File: src/rtl/alu_acc_ctrl_if.sv
// Command, response, flag and downstream-ALU signals of the accumulator controller.
// The slave modport is the controller side; master is the requester/ALU side.
interface alu_acc_ctrl_if #(parameter int unsigned n = 4);
  logic         cmd_valid;
  logic         cmd_ready;
  logic         cmd_load;
  logic [2:0]   cmd_op;
  logic [n-1:0] cmd_data;

  logic [n-1:0] alu_A;
  logic [n-1:0] alu_B;
  logic [2:0]   alu_Mode;
  logic         alu_CB_in;
  logic [n-1:0] alu_Result;
  logic         alu_CB_out;

  logic         rsp_valid;
  logic         rsp_ready;
  logic [n-1:0] rsp_data;
  logic         flag_c;
  logic         flag_z;

  modport slave (
    input  cmd_valid, cmd_load, cmd_op, cmd_data, rsp_ready, alu_Result, alu_CB_out,
    output cmd_ready, rsp_valid, rsp_data, flag_c, flag_z,
           alu_A, alu_B, alu_Mode, alu_CB_in
  );

  modport master (
    output cmd_valid, cmd_load, cmd_op, cmd_data, rsp_ready, alu_Result, alu_CB_out,
    input  cmd_ready, rsp_valid, rsp_data, flag_c, flag_z,
           alu_A, alu_B, alu_Mode, alu_CB_in
  );
endinterface

File: src/rtl/alu_acc_ctrl.sv
// Accumulator controller: accepts a load/ALU command, runs one EXEC cycle through an
// external combinational ALU, then presents the new accumulator until it is taken.
module alu_acc_ctrl #(
  parameter int unsigned n = 4
) (
  input  logic           clk,
  input  logic           rst_n,
  alu_acc_ctrl_if.slave  bus
);

  typedef enum logic [1:0] {IDLE, EXEC, RESP} state_t;

  state_t       state;
  logic [n-1:0] acc;
  logic         lat_load;
  logic [n-1:0] new_acc;

  // alu_B and alu_Mode double as the latched command data and op.
  always_comb begin
    new_acc      = lat_load ? bus.alu_B : bus.alu_Result;
    bus.rsp_data = acc;
  end

  always_ff @(posedge clk or negedge rst_n) begin
    if (!rst_n) begin
      state         <= IDLE;
      acc           <= '0;
      lat_load      <= 1'b0;
      bus.cmd_ready <= 1'b0;
      bus.rsp_valid <= 1'b0;
      bus.flag_c    <= 1'b0;
      bus.flag_z    <= 1'b0;
      bus.alu_A     <= '0;
      bus.alu_B     <= '0;
      bus.alu_Mode  <= '0;
      bus.alu_CB_in <= 1'b0;
    end else begin
      case (state)
        IDLE: begin
          if (bus.cmd_valid && bus.cmd_ready) begin
            lat_load      <= bus.cmd_load;
            bus.alu_A     <= acc;
            bus.alu_B     <= bus.cmd_data;
            bus.alu_Mode  <= bus.cmd_op;
            bus.alu_CB_in <= bus.flag_c;
            bus.cmd_ready <= 1'b0;
            state         <= EXEC;
          end else begin
            bus.cmd_ready <= 1'b1;
          end
        end
        EXEC: begin
          acc        <= new_acc;
          bus.flag_z <= (new_acc == '0);
          if (lat_load)
            bus.flag_c <= 1'b0;
          else if (bus.alu_Mode == 3'b000 || bus.alu_Mode == 3'b001)
            bus.flag_c <= bus.alu_CB_out;
          bus.rsp_valid <= 1'b1;
          state         <= RESP;
        end
        RESP: begin
          if (bus.rsp_ready) begin
            bus.rsp_valid <= 1'b0;
            bus.cmd_ready <= 1'b1;
            state         <= IDLE;
          end
        end
        default: state <= IDLE;
      endcase
    end
  end

endmodule

File: src/flat_wrapper.sv
// flat-port wrapper written by rule: the top's interface ports become plain ports
module alu_acc_ctrl_flat 
#(
  parameter int unsigned n = 4
)
  (clk, rst_n, bus_cmd_valid, bus_cmd_load, bus_cmd_op, bus_cmd_data, bus_rsp_ready, bus_alu_Result, bus_alu_CB_out, bus_cmd_ready, bus_rsp_valid, bus_rsp_data, bus_flag_c, bus_flag_z, bus_alu_A, bus_alu_B, bus_alu_Mode, bus_alu_CB_in);
  alu_acc_ctrl_if #(.n(n)) bus_i ();
  input  logic clk;
  input  logic rst_n;
  input wire logic [$bits(bus_i.cmd_valid)-1:0] bus_cmd_valid;
  input wire logic [$bits(bus_i.cmd_load)-1:0] bus_cmd_load;
  input wire logic [$bits(bus_i.cmd_op)-1:0] bus_cmd_op;
  input wire logic [$bits(bus_i.cmd_data)-1:0] bus_cmd_data;
  input wire logic [$bits(bus_i.rsp_ready)-1:0] bus_rsp_ready;
  input wire logic [$bits(bus_i.alu_Result)-1:0] bus_alu_Result;
  input wire logic [$bits(bus_i.alu_CB_out)-1:0] bus_alu_CB_out;
  output wire logic [$bits(bus_i.cmd_ready)-1:0] bus_cmd_ready;
  output wire logic [$bits(bus_i.rsp_valid)-1:0] bus_rsp_valid;
  output wire logic [$bits(bus_i.rsp_data)-1:0] bus_rsp_data;
  output wire logic [$bits(bus_i.flag_c)-1:0] bus_flag_c;
  output wire logic [$bits(bus_i.flag_z)-1:0] bus_flag_z;
  output wire logic [$bits(bus_i.alu_A)-1:0] bus_alu_A;
  output wire logic [$bits(bus_i.alu_B)-1:0] bus_alu_B;
  output wire logic [$bits(bus_i.alu_Mode)-1:0] bus_alu_Mode;
  output wire logic [$bits(bus_i.alu_CB_in)-1:0] bus_alu_CB_in;
  assign bus_i.cmd_valid = bus_cmd_valid;
  assign bus_i.cmd_load = bus_cmd_load;
  assign bus_i.cmd_op = bus_cmd_op;
  assign bus_i.cmd_data = bus_cmd_data;
  assign bus_i.rsp_ready = bus_rsp_ready;
  assign bus_i.alu_Result = bus_alu_Result;
  assign bus_i.alu_CB_out = bus_alu_CB_out;
  assign bus_cmd_ready = bus_i.cmd_ready;
  assign bus_rsp_valid = bus_i.rsp_valid;
  assign bus_rsp_data = bus_i.rsp_data;
  assign bus_flag_c = bus_i.flag_c;
  assign bus_flag_z = bus_i.flag_z;
  assign bus_alu_A = bus_i.alu_A;
  assign bus_alu_B = bus_i.alu_B;
  assign bus_alu_Mode = bus_i.alu_Mode;
  assign bus_alu_CB_in = bus_i.alu_CB_in;
  alu_acc_ctrl #(.n(n)) u_core (.clk(clk), .rst_n(rst_n), .bus(bus_i));
endmodule
File: config.mk
export PLATFORM = sky130hd
export DESIGN_NAME = alu_acc_ctrl_flat
export DESIGN_NICKNAME = d
export VERILOG_FILES = /design/src/rtl/alu_acc_ctrl_if.sv /design/src/rtl/alu_acc_ctrl.sv /design/src/flat_wrapper.sv
export SDC_FILE = /design/constraint.sdc
export NUM_CORES = 1
export LEC_CHECK = 0
export CORE_ASPECT_RATIO = 1.25
export CORE_MARGIN = 2
export CORE_UTILIZATION = 30
export DETAILED_ROUTE_END_ITERATION = 10
export SYNTH_ARGS = -nofsm -noshare
export SYNTH_HDL_FRONTEND = slang
export SYNTH_SLANG_ARGS = --single-unit
export TNS_END_PERCENT = 50
File: constraint.sdc
create_clock -name clk -period 1.4 [get_ports clk]
set_input_delay 0.21 -clock clk [delete_from_list [all_inputs] [get_ports clk]]
set_output_delay 0.21 -clock clk [all_outputs]
set_load 0.02 [all_outputs]
Word-level counts from Yosys, hierarchy flattened
Index checks and enable logic that the tools add are counted. W data, S select, Z words.

Register bits after elaboration: 23. Bits of input ports: 17. Output and inout bits: 20. Logic and storage cells: 40.

Equal/unequal tests: 5. Muxes and demuxes: 11. Reductions and logical operators: 13.

Operators with widths (number): $reduce_and A2 Y1 (5); $pmux W2 S3 (1); $reduce_bool A2 Y1 (3); $mux W1 (5); $logic_not A4 Y1 (1); $mux W2 (2); $mux W4 (1); $pmux W1 S2 (2); $eq A3 B1 Y1 const B (1); $logic_not A3 Y1 (1); $eq A2 B1 Y1 const B (1); $eq A2 B2 Y1 const B (1); $logic_not A2 Y1 (1); $ne A2 B1 Y1 const B (1); $ne A2 B2 Y1 const B (1); $logic_and A1 B1 Y1 (1); $logic_or A1 B1 Y1 (1).

Longest topological paths before layout
Gate-level depths: netlist of run 1.

Word-level depth: 4. Gate-level depth with buffers: 4. Gate-level depth less buffers: 3.

Least setup slack after synthesis of run 1
OpenSTA, ideal clock, no wires.

Path kind: register to register. Start point: register u_core.bus.cmd_ready. End point: register u_core.bus.alu_A[0] (netlist bit). Setup time: 0.125 ns. Arrival time: 1.295 ns. Data required time: 1.275 ns. Slack: -0.020 ns. Cell stages (with the launch flop): 5. Path buffers: 1. Period minus slack after synthesis: 1.420 ns. Cell sequence: dfrtp_1 nand2_1 nor3_4 buf_8 mux2_4.

Cells in the longest elaborated chain, start to end: 2.

RTL lines: start: declaration (RTL line alu_acc_ctrl_if.sv:25) `output cmd_ready, rsp_valid, rsp_data, flag_c, flag_z,`; start signal: assignment (RTL line alu_acc_ctrl.sv:29) `bus.cmd_ready <= 1'b0;`; start signal: assignment (RTL line alu_acc_ctrl.sv:46) `bus.cmd_ready <= 1'b0;`; start signal: assignment (RTL line alu_acc_ctrl.sv:49) `bus.cmd_ready <= 1'b1;`; $logic_and A1 B1 Y1 (RTL line alu_acc_ctrl.sv:40) `if (bus.cmd_valid && bus.cmd_ready) begin`; $reduce_and A2 Y1 (no line); end signal: assignment (RTL line alu_acc_ctrl.sv:33) `bus.alu_A <= '0;`; end signal: assignment (RTL line alu_acc_ctrl.sv:42) `bus.alu_A <= acc;`; end: declaration (RTL line alu_acc_ctrl_if.sv:26) `alu_A, alu_B, alu_Mode, alu_CB_in`.

No other way between the ends. A chain may end at the register's enable or synchronous reset.

Worst setup path after layout of run 1
Start point: input bus_cmd_valid. End point: register u_core.bus.alu_Mode[2] (netlist bit).

Cells in the longest elaborated chain, start to end: 2.

RTL lines: start: declaration (RTL line flat_wrapper.sv:10) `input wire logic [$bits(bus_i.cmd_valid)-1:0] bus_cmd_valid;`; $logic_and A1 B1 Y1 (RTL line alu_acc_ctrl.sv:40); $reduce_and A2 Y1 (no line); end signal: assignment (RTL line alu_acc_ctrl.sv:44) `bus.alu_Mode <= bus.cmd_op;`; end: declaration (RTL line alu_acc_ctrl_if.sv:26).

No other way between the ends.

==> results of run 1 <==
-- routing by layer --
layer  vias to the layer above  share of wire  wire length [um]  GRT usage
met1                       328           0.44               846      0.154
li1                        335              -                 -          -
met5                         -              0                 0          0
met4                         0          0.014                27     0.0640
met2                        22           0.49               946      0.198
met3                         2          0.050                96     0.0177
-- cell usage in the layout, fill, tap and decap left out --
master	Yosys	routed
sky130_fd_sc_hd__dfrtp_1	23	22
sky130_fd_sc_hd__dlygate4sd2_1	0	20
sky130_fd_sc_hd__clkdlybuf4s50_1	0	16
sky130_fd_sc_hd__o21ai_0	9	9
sky130_fd_sc_hd__mux2_4	8	8
sky130_fd_sc_hd__nand2_1	7	6
sky130_fd_sc_hd__mux2_2	5	5
sky130_fd_sc_hd__mux2i_1	4	4
sky130_fd_sc_hd__inv_1	3	3
sky130_fd_sc_hd__clkbuf_8	0	3
sky130_fd_sc_hd__buf_4	0	3
sky130_fd_sc_hd__nand2b_1	2	2
sky130_fd_sc_hd__nor2_1	2	2
sky130_fd_sc_hd__a21oi_1	2	2
sky130_fd_sc_hd__nand2_2	0	1
sky130_fd_sc_hd__nor3_4	1	1
sky130_fd_sc_hd__nor4_1	1	1
sky130_fd_sc_hd__o41ai_1	1	1
sky130_fd_sc_hd__o41a_1	1	1
sky130_fd_sc_hd__o21ai_1	1	1
sky130_fd_sc_hd__clkbuf_1	1	1
sky130_fd_sc_hd__buf_12	0	1
sky130_fd_sc_hd__dfrtp_2	0	1
-- through the flow --
stage | total power, mW | cells | hold WS [ps] | setup WS (ps) | instance area (sq um)
2_1_floorplan | 2.27 | 73 | -85.6 | -3.59 | 980
3_3_place_gp | 3.03 | 147 | 483 | -198 | 1410
3_5_place_dp | 3.07 | 147 | 483 | -214 | 1410
4_1_cts | 3.27 | 151 | 305 | 66.2 | 1430
5_1_grt | 3.46 | 151 | 313 | 37.4 | 1430
6_report | 3.22 | 151 | 297 | 71.2 | 1430
-- critical path: stages --
cell	delay [ps]
sky130_fd_sc_hd__clkdlybuf4s50_1	470
sky130_fd_sc_hd__nand2_2	60
sky130_fd_sc_hd__nor3_4	210
sky130_fd_sc_hd__buf_12	180
sky130_fd_sc_hd__mux2_2	340
-- sequential cells by signal (all words and copies together), names as in the netlist, 2 cells and up --
name                 cells
u_core.bus.alu_A         4
u_core.bus.rsp_data      4
u_core.state             2
u_core.bus.alu_Mode      3
u_core.bus.alu_B         4
-- area by class of cell --
class	count	area [sq um]	area share
Multi-Input combinational cell	44	368	0.258
Timing Repair Buffer	40	378	0.265
Sequential cell	23	577	0.405
Tap cell	37	46.3	0.0325
Clock buffer	4	45.0	0.0316
Inverter	3	11.3	0.00790
-- power by group --
| part | internal, mW | leakage [nW] | total, mW | switching (mW) |
|---|---|---|---|---|
| Combinational | 0.800 | 0.358 | 1.55 | 0.752 |
| Sequential | 0.989 | 0.274 | 1.27 | 0.282 |
| Clock | 0.203 | 0.0228 | 0.401 | 0.199 |
-- logic make-up (layout without fill, tap and decap cells) --
kind of cell,count (synthesis),after routing,synth area share
mux,17,17,0.222
simple gates,13,13,0.0705
buf+inv,6,47,0.0359
compound gates,14,14,0.0820
flops,23,23,0.590
-- path summary, 6_finish.rpt --
path,startpoint,end,cells past startpoint
worst max-delay path,bus_cmd_valid,u_core.bus.alu_Mode[2],5
worst min-delay path,rst_n,u_core.bus.alu_A[3],2
worst max register to register,u_core.bus.cmd_ready,u_core.bus.alu_Mode[2],4
worst min register to register,u_core.bus.flag_z,u_core.bus.flag_z,2
max in group asynchronous,rst_n,u_core.bus.cmd_ready,2
min in group clk,u_core.bus.flag_z,u_core.bus.flag_z,2
-- timing repair --
action	in CTS	in global routing
setup endpoints to repair	20	0
gates resized for setup	20	0
endpoints found under the hold margin	0	0
==> metrics, run 1 <==
count of maximum capacitance violations 0; endpoint kind of the worst setup timing path flip-flop; highest ir drop seen on vdd 0.000985 V; setup-violating endpoint count in the final report 0; fill cell count 320; fraction of layout cells with a size suffix above 1 0.202; final sum of negative setup slack 0 ps; Starting Density 0.308; portion of the post-synthesis area used by sequential elements 0.590; GP Congestion a little under 0.8; # port buffers 36; clock sinks 23; number of global-route vias before repair 718; wire length per cell after detailed routing 12.7 um; RSZ-0062 raised after global routing no; worst hold path class primary input to asynchronous set/reset pin; gate count after technology mapping 73; wire length of the first global-routing pass around 3.3 mm; global-route usage over all layers 0.122; worst setup slack for register-to-register paths 120 ps; Slew HR 0.794; number of enable flip-flop cells after synthesis 0; run status finished, final reports clean; Total Wirelength around 1.9 mm; number of search-and-repair iterations in the first detailed-routing pass 2; Clock Path Buffers 2; final count of pins violating max slew 0; largest net degree at the start of global routing 24; Max Clock Skew 3.33 ps; synthesized area 976 sq um; Congestion Overflow GR 0; library cell with the largest summed area after synthesis sky130_fd_sc_hd__dfrtp_1; die area 3730 sq um; Via-to-Cell Ratio 4.55; area growth from synthesis to layout 46.0%; Worst-Skew Late Latency 260 ps; Top FF cell, synth sky130_fd_sc_hd__dfrtp_1; CTS tree built; Netlist cell types 18; remaining number of nets flagged by the antenna check after routing 0; number of placed I/O pins 37; total power per unit cell area 2260 nW/um^2; total setup buffers inserted after CTS 0; maximum level of the CTS H-tree 1; diode count 0; required time at the endpoint of the critical path 1550 ps; number of clock buffers inserted by TritonCTS 3; die width roughly 55 um; post-layout net count 132; number of register bits inferred by synthesis 23; number of DRC violations after detailed routing 0; Tmin final between 1000 and 1500 ps; Finished Core Util 0.450; static leakage power 0.655 nW; Synth Area per Inst approximately 13 sq um; hpwl dp 1.47 mm; Area contributors post-synth sky130_fd_sc_hd__dfrtp_1 59%, sky130_fd_sc_hd__mux2_4 12%, sky130_fd_sc_hd__mux2_2 5.8%; Synth top area share 0.590; launching element type of the critical path primary input; count leader, synth sky130_fd_sc_hd__dfrtp_1; type of the worst setup path primary input to flip-flop; Critical Path AT 1470 ps; Post-CTS Hold Buffers 0; DIE HEIGHT 67.8 um; maximum fanout encountered on the critical timing path 15; DR iter-0 viols 2; number of cell rows 23; Worst Tran Pin Value 308 ps; number of nets in the synthesized netlist 90; core region area 3170 sq um; ratio of final minimum period to clock period 0.949; Achievable Freq 753 MHz; clock-pin slew on the worst setup and hold paths about 80 ps; total of warnings raised by yosys 0; proportion of register bits with asynchronous set or reset after synthesis 1.00; Hold Vio Cnt, Final 0; Clock Tree Root sky130_fd_sc_hd__clkbuf_8; initial antenna violation count 0; routed via count 687; top cell types by occurrence after synthesis 23 x sky130_fd_sc_hd__dfrtp_1, 9 x sky130_fd_sc_hd__o21ai_0, 8 x sky130_fd_sc_hd__mux2_4
Note: power is estimated with default switching activity, not from simulation.
==> run 2, diff against run 1 <==
- CTS_BUF_LIST: not set -> sky130_fd_sc_hd__clkbuf_8
==> metrics, run 2 (same netlist as run 1, synthesis figures left out) <==
routed via count 685; Clock Tree Root sky130_fd_sc_hd__clkbuf_8; Worst Tran Pin Value 303 ps; number of search-and-repair iterations in the first detailed-routing pass 2; largest net degree at the start of global routing 24; count of maximum capacitance violations 0; DR iter-0 viols 2; final sum of negative setup slack 0 ps; hpwl dp approximately 1.5 mm; placed cell count 147; ratio of final minimum period to clock period 0.949; DIE HEIGHT 67.8 um; RSZ-0062 raised after global routing no; Achievable Freq 753 MHz; type of the worst setup path primary input to flip-flop; die area 3730 sq um; setup-violating endpoint count in the final report 0; Total Wirelength 1.92 mm; core region area 3170 sq um; number of DRC violations after detailed routing 0; highest ir drop seen on vdd 0.000985 V; maximum fanout encountered on the critical timing path 15; number of cell rows 23; Tmin final roughly 1300 ps; Starting Density 0.308; most frequent standard cell in the layout excluding fill and tap cells sky130_fd_sc_hd__dfrtp_1; worst hold path class primary input to asynchronous set/reset pin; number of placed I/O pins 37; Congestion Overflow GR 0; worst hold slack 297 ps; sequential standard cell area about 580 sq um; Worst-Skew Late Latency 260 ps; number of clock buffers inserted by TritonCTS 3; Clock Path Buffers 2; die width 55.0 um; total setup buffers inserted after CTS 0; Max Clock Skew 3.44 ps; fraction of layout cells with a size suffix above 1 0.202; diode count 0; remaining number of nets flagged by the antenna check after routing 0; post-layout net count 132; clock sinks 23; Via-to-Cell Ratio 4.54; Hold Vio Cnt, Final 0; Finished Core Util 0.450; final count of pins violating max slew 0; Slew HR 0.798; area growth from synthesis to layout 46.0%; most frequent cells in the layout 22 x sky130_fd_sc_hd__dfrtp_1, 20 x sky130_fd_sc_hd__dlygate4sd2_1, 16 x sky130_fd_sc_hd__clkdlybuf4s50_1, 9 x sky130_fd_sc_hd__o21ai_0, 8 x sky130_fd_sc_hd__mux2_4; Critical Path AT 1470 ps; total power per unit cell area between 2000 and 2500 nW/um^2; initial antenna violation count 0; endpoint kind of the worst setup timing path flip-flop; # port buffers 36; CTS tree built; static leakage power 0.659 nW; fill cell count 320; launching element type of the critical path primary input; required time at the endpoint of the critical path 1550 ps; wire length per cell after detailed routing 12.7 um; number of global-route vias before repair 718; clock-pin slew on the worst setup and hold paths around 80 ps; area of the multi-input gates 368 sq um; global-route usage over all layers 0.122; number of non-filler instances in the completed layout 151; run status finished, final reports clean; maximum level of the CTS H-tree 1; wire length of the first global-routing pass 3.28 mm; GP Congestion 0.781
==> run 2: changes by cell type in the layout (fill, tap and decap cells not counted), sizes merged <==
| cell | delta |
|---|---|
| clkbuf | -1 |
| inv | +1 |
==> run 2: stage by stage <==
step	cell area [sq um]	setup slack (ps)	total power, mW
final	1430	71.4	3.21
after floorplan	980	-3.59	2.27
after global routing	1430	37.9	3.45
after detailed placement	1410	-214	3.07
after global placement	1410	-198	3.03
after CTS	1430	66.5	3.26
==> run 2: routing by layer <==
metal  wire, um  global-route usage  vias up
met5          0                   0        -
met4         27              0.0640        0
met3         96              0.0177        2
met2        949               0.198       22
met1        843               0.154      326
li1           -                   -      335
==> run 2: critical path: stages <==
cell and delay [ps]:
sky130_fd_sc_hd__clkdlybuf4s50_1 470, sky130_fd_sc_hd__nand2_2 60, sky130_fd_sc_hd__nor3_4 210, sky130_fd_sc_hd__buf_12 180, sky130_fd_sc_hd__mux2_2 340
==> run 2: cell type report <==
cell class / instances / share of cell area
flip-flops and latches: 23 / 0.405
repair buffers: 40 / 0.265
multi-input cells: 44 / 0.258
well taps: 37 / 0.0325
clock buffers: 3 / 0.0290
inverters: 3 / 0.00790
clock inverters: 1 / 0.00263
==> run 2: final timing paths <==
kind / startpoint / end / slack (ps) / cells past startpoint
setup / recovery: bus_cmd_valid / u_core.bus.alu_Mode[2] / 70 / 5
hold / removal: rst_n / u_core.bus.alu_B[3] / 300 / 2
setup reg to reg: u_core.bus.cmd_ready / u_core.bus.alu_Mode[2] / 120 / 4
hold reg to reg: u_core.bus.flag_z / u_core.bus.flag_z / 490 / 2
max in group asynchronous: rst_n / u_core.bus.cmd_ready / 860 / 2
min in group clk: u_core.bus.flag_z / u_core.bus.flag_z / 490 / 2
==> run 2: repair_timing <==
action                                  CTS  global route
gates resized for setup                  20             0
endpoints found under the setup margin   20             0
hold buffers                              0             0
endpoints found under the hold margin     0             0
==> run 2: power by group <==
part | leakage (nW) | internal (mW) | total, mW | switching, mW
clock network | 0.0269 | 0.195 | 0.394 | 0.199
logic | 0.358 | 0.800 | 1.55 | 0.751
registers | 0.274 | 0.989 | 1.27 | 0.281
total | 0.659 | 1.98 | 3.21 | 1.23
==> run 3, diff against run 2 <==
- ABC_CLOCK_PERIOD_IN_PS: not set -> 1400
==> results of run 3 <==
No change in the layout: final DEF, timing and power equal those of run 2.
==> RTL edit: new RTL, flow settings as in run 3 <==
Re-encode `state_t` (3 states) as one-hot, 3 bits wide.
--- a/src/rtl/alu_acc_ctrl.sv
+++ b/src/rtl/alu_acc_ctrl.sv
@@ -10,3 +10,3 @@
 
-  typedef enum logic [1:0] {IDLE, EXEC, RESP} state_t;
+  typedef enum logic [2:0] {IDLE = 3'b001, EXEC = 3'b010, RESP = 3'b100} state_t;
 
Behaviour: no difference found for any inputs over 10 cycles, from zero or initial values and one cycle with rst_n low; not proved beyond that.
==> RTL edit against run 3 <==
- sequential cell count increased by 1
- cell area grew 6.5%
- critical path depth decreased by 3
- total power grew 0.87%
- setup slack gained 0.0044 ns
- synthesized area is 7.7% higher
- routed wire length up 20%
- critical endpoint is now bus_cmd_ready
- largest cell class unchanged
==> RTL edit: results (changes against run 3) <==
Run status
  – Outcome: finished, final reports clean

GRT
  – GR Layer Usage met2: 0.211 (+0.0128)
  – Met3 usage: 0.0241 (+0.00637)
  – Gr usage total: 0.124 (+0.00234)
  – Met1 Resource Use GR: 0.155 (+0.00113)
  – Largest net degree at the start of global routing: 25 (+4.2%)
  – First-pass GRT wire length: 3880 microns (+19%)
  – Vias in the first global route: 841 (+17%)

Power
  – Sw Share: 0.388 (+0.00485)
  – Worst vdd ir: 963 uV (-2.2%)
  – Cell Pwr Density: 2140 nW/um^2 (-5.3%)
  – Clock power share: 0.125 (+0.002)
  – Leak: 0.647 nW (-1.8%)

Synthesis
  – Syn. warnings: 0 (unchanged)
  – Netlist cell types: 23 (+5)
  – Synth top cells by count: dfrtp_1, mux2_2, nor2_1, a21oi_1, mux2i_1
  – Synthesized Nets: 103 (+14%)
  – Synth top area cells: dfrtp_1, mux2_2, mux2i_1
  – Sequential area share after synthesis: 0.573 (-0.0171)

Timing
  – Final setup skew: 0.00725 ns (+0.00381 ns)
  – Final Worst Setup Slack: 0.0758 ns (+0.00439 ns)
  – Hold_ws: 0.295 ns (-0.00198 ns)
  – Worst-Margin Slew: 0.305 ns (+0.00148 ns)

Setup path
  – Max FO, Critical Path: 4 (-11)
  – Slowest cell on crit path: dfrtp_2
  – Critical Path Max Stage Delay: 0.40 ns (-0.07 ns)

Routing
  – Via density: 4.83 (+6.5%)
  – Routed len/inst: 13.6 microns (+7.5%)
  – First-pass DRT Iterations: 4 (+2)
  – 1st-iter DRT viols: 6 (+4)

Place
  – Dpl hpwl: 1650 microns (+12%)
  – GPL Wtd Cong: 0.709 (-9.2%)
  – Place WS: -0.185 ns (+0.0285 ns)

Final layout
  – Final nets: 147 (+11%)
  – FILL cells: 352 (+10%)
  – Share of layout cells above drive strength 1: 0.233 (+0.0308)
## RTL edit: final timing paths
path,start,to,depth (start not counted)
max reg2reg,u_core.bus.cmd_ready$_DFFE_PN0P_,u_core.bus.alu_B[0]$_DFFE_PN0P_,4
min reg2reg,u_core.bus.alu_A[1]$_DFFE_PN0P_,u_core.bus.alu_A[1]$_DFFE_PN0P_,1
max,u_core.bus.cmd_ready$_DFFE_PN0P_,bus_cmd_ready,2
min in group clk,u_core.bus.alu_A[1]$_DFFE_PN0P_,u_core.bus.alu_A[1]$_DFFE_PN0P_,1
max in group asynchronous,rst_n,u_core.state[0]$_DFFE_PN1P_,2
min,rst_n,u_core.bus.alu_B[3]$_DFFE_PN0P_,2
## RTL edit: kinds of logic after synthesis
kind of cell    after synthesis  share of synthesized area
flops                        24                      0.573
simple gates                 22                      0.121
mux                          18                      0.187
buf+inv                       8                     0.0452
compound gates               14                     0.0738
## RTL edit: critical path: cells and delay by family, from the launching register on
family,cells,cell delay (ns)
buf+inv,2,0.45
flops,1,0.40
## RTL edit: final cells by class
class | count | area [sq um] | share of cell area
Timing Repair Buffer | 44 | 408 | 0.269
Sequential cell | 24 | 603 | 0.397
Inverter | 3 | 11.3 | 0.00742
Clock buffer | 3 | 41.3 | 0.0272
Clock inverter | 1 | 3.75 | 0.00247
Tap cell | 39 | 48.8 | 0.0322
Multi-Input combinational cell | 54 | 402 | 0.265
## RTL edit: routing by layer
layer / part of all wire / vias up
met5: 0 / -
met2: 0.51 / 24
li1: - / 387
met1: 0.44 / 399
met4: 0.0065 / 0
met3: 0.042 / 2
## RTL edit: stage by stage
stage	instances	area, sq um	TNS [ns]
4_1_cts	168	1520	0
6_report	168	1520	0
2_1_floorplan	86	1050	0
3_5_place_dp	164	1500	-2.34
3_3_place_gp	164	1500	-2.12
5_1_grt	168	1520	0
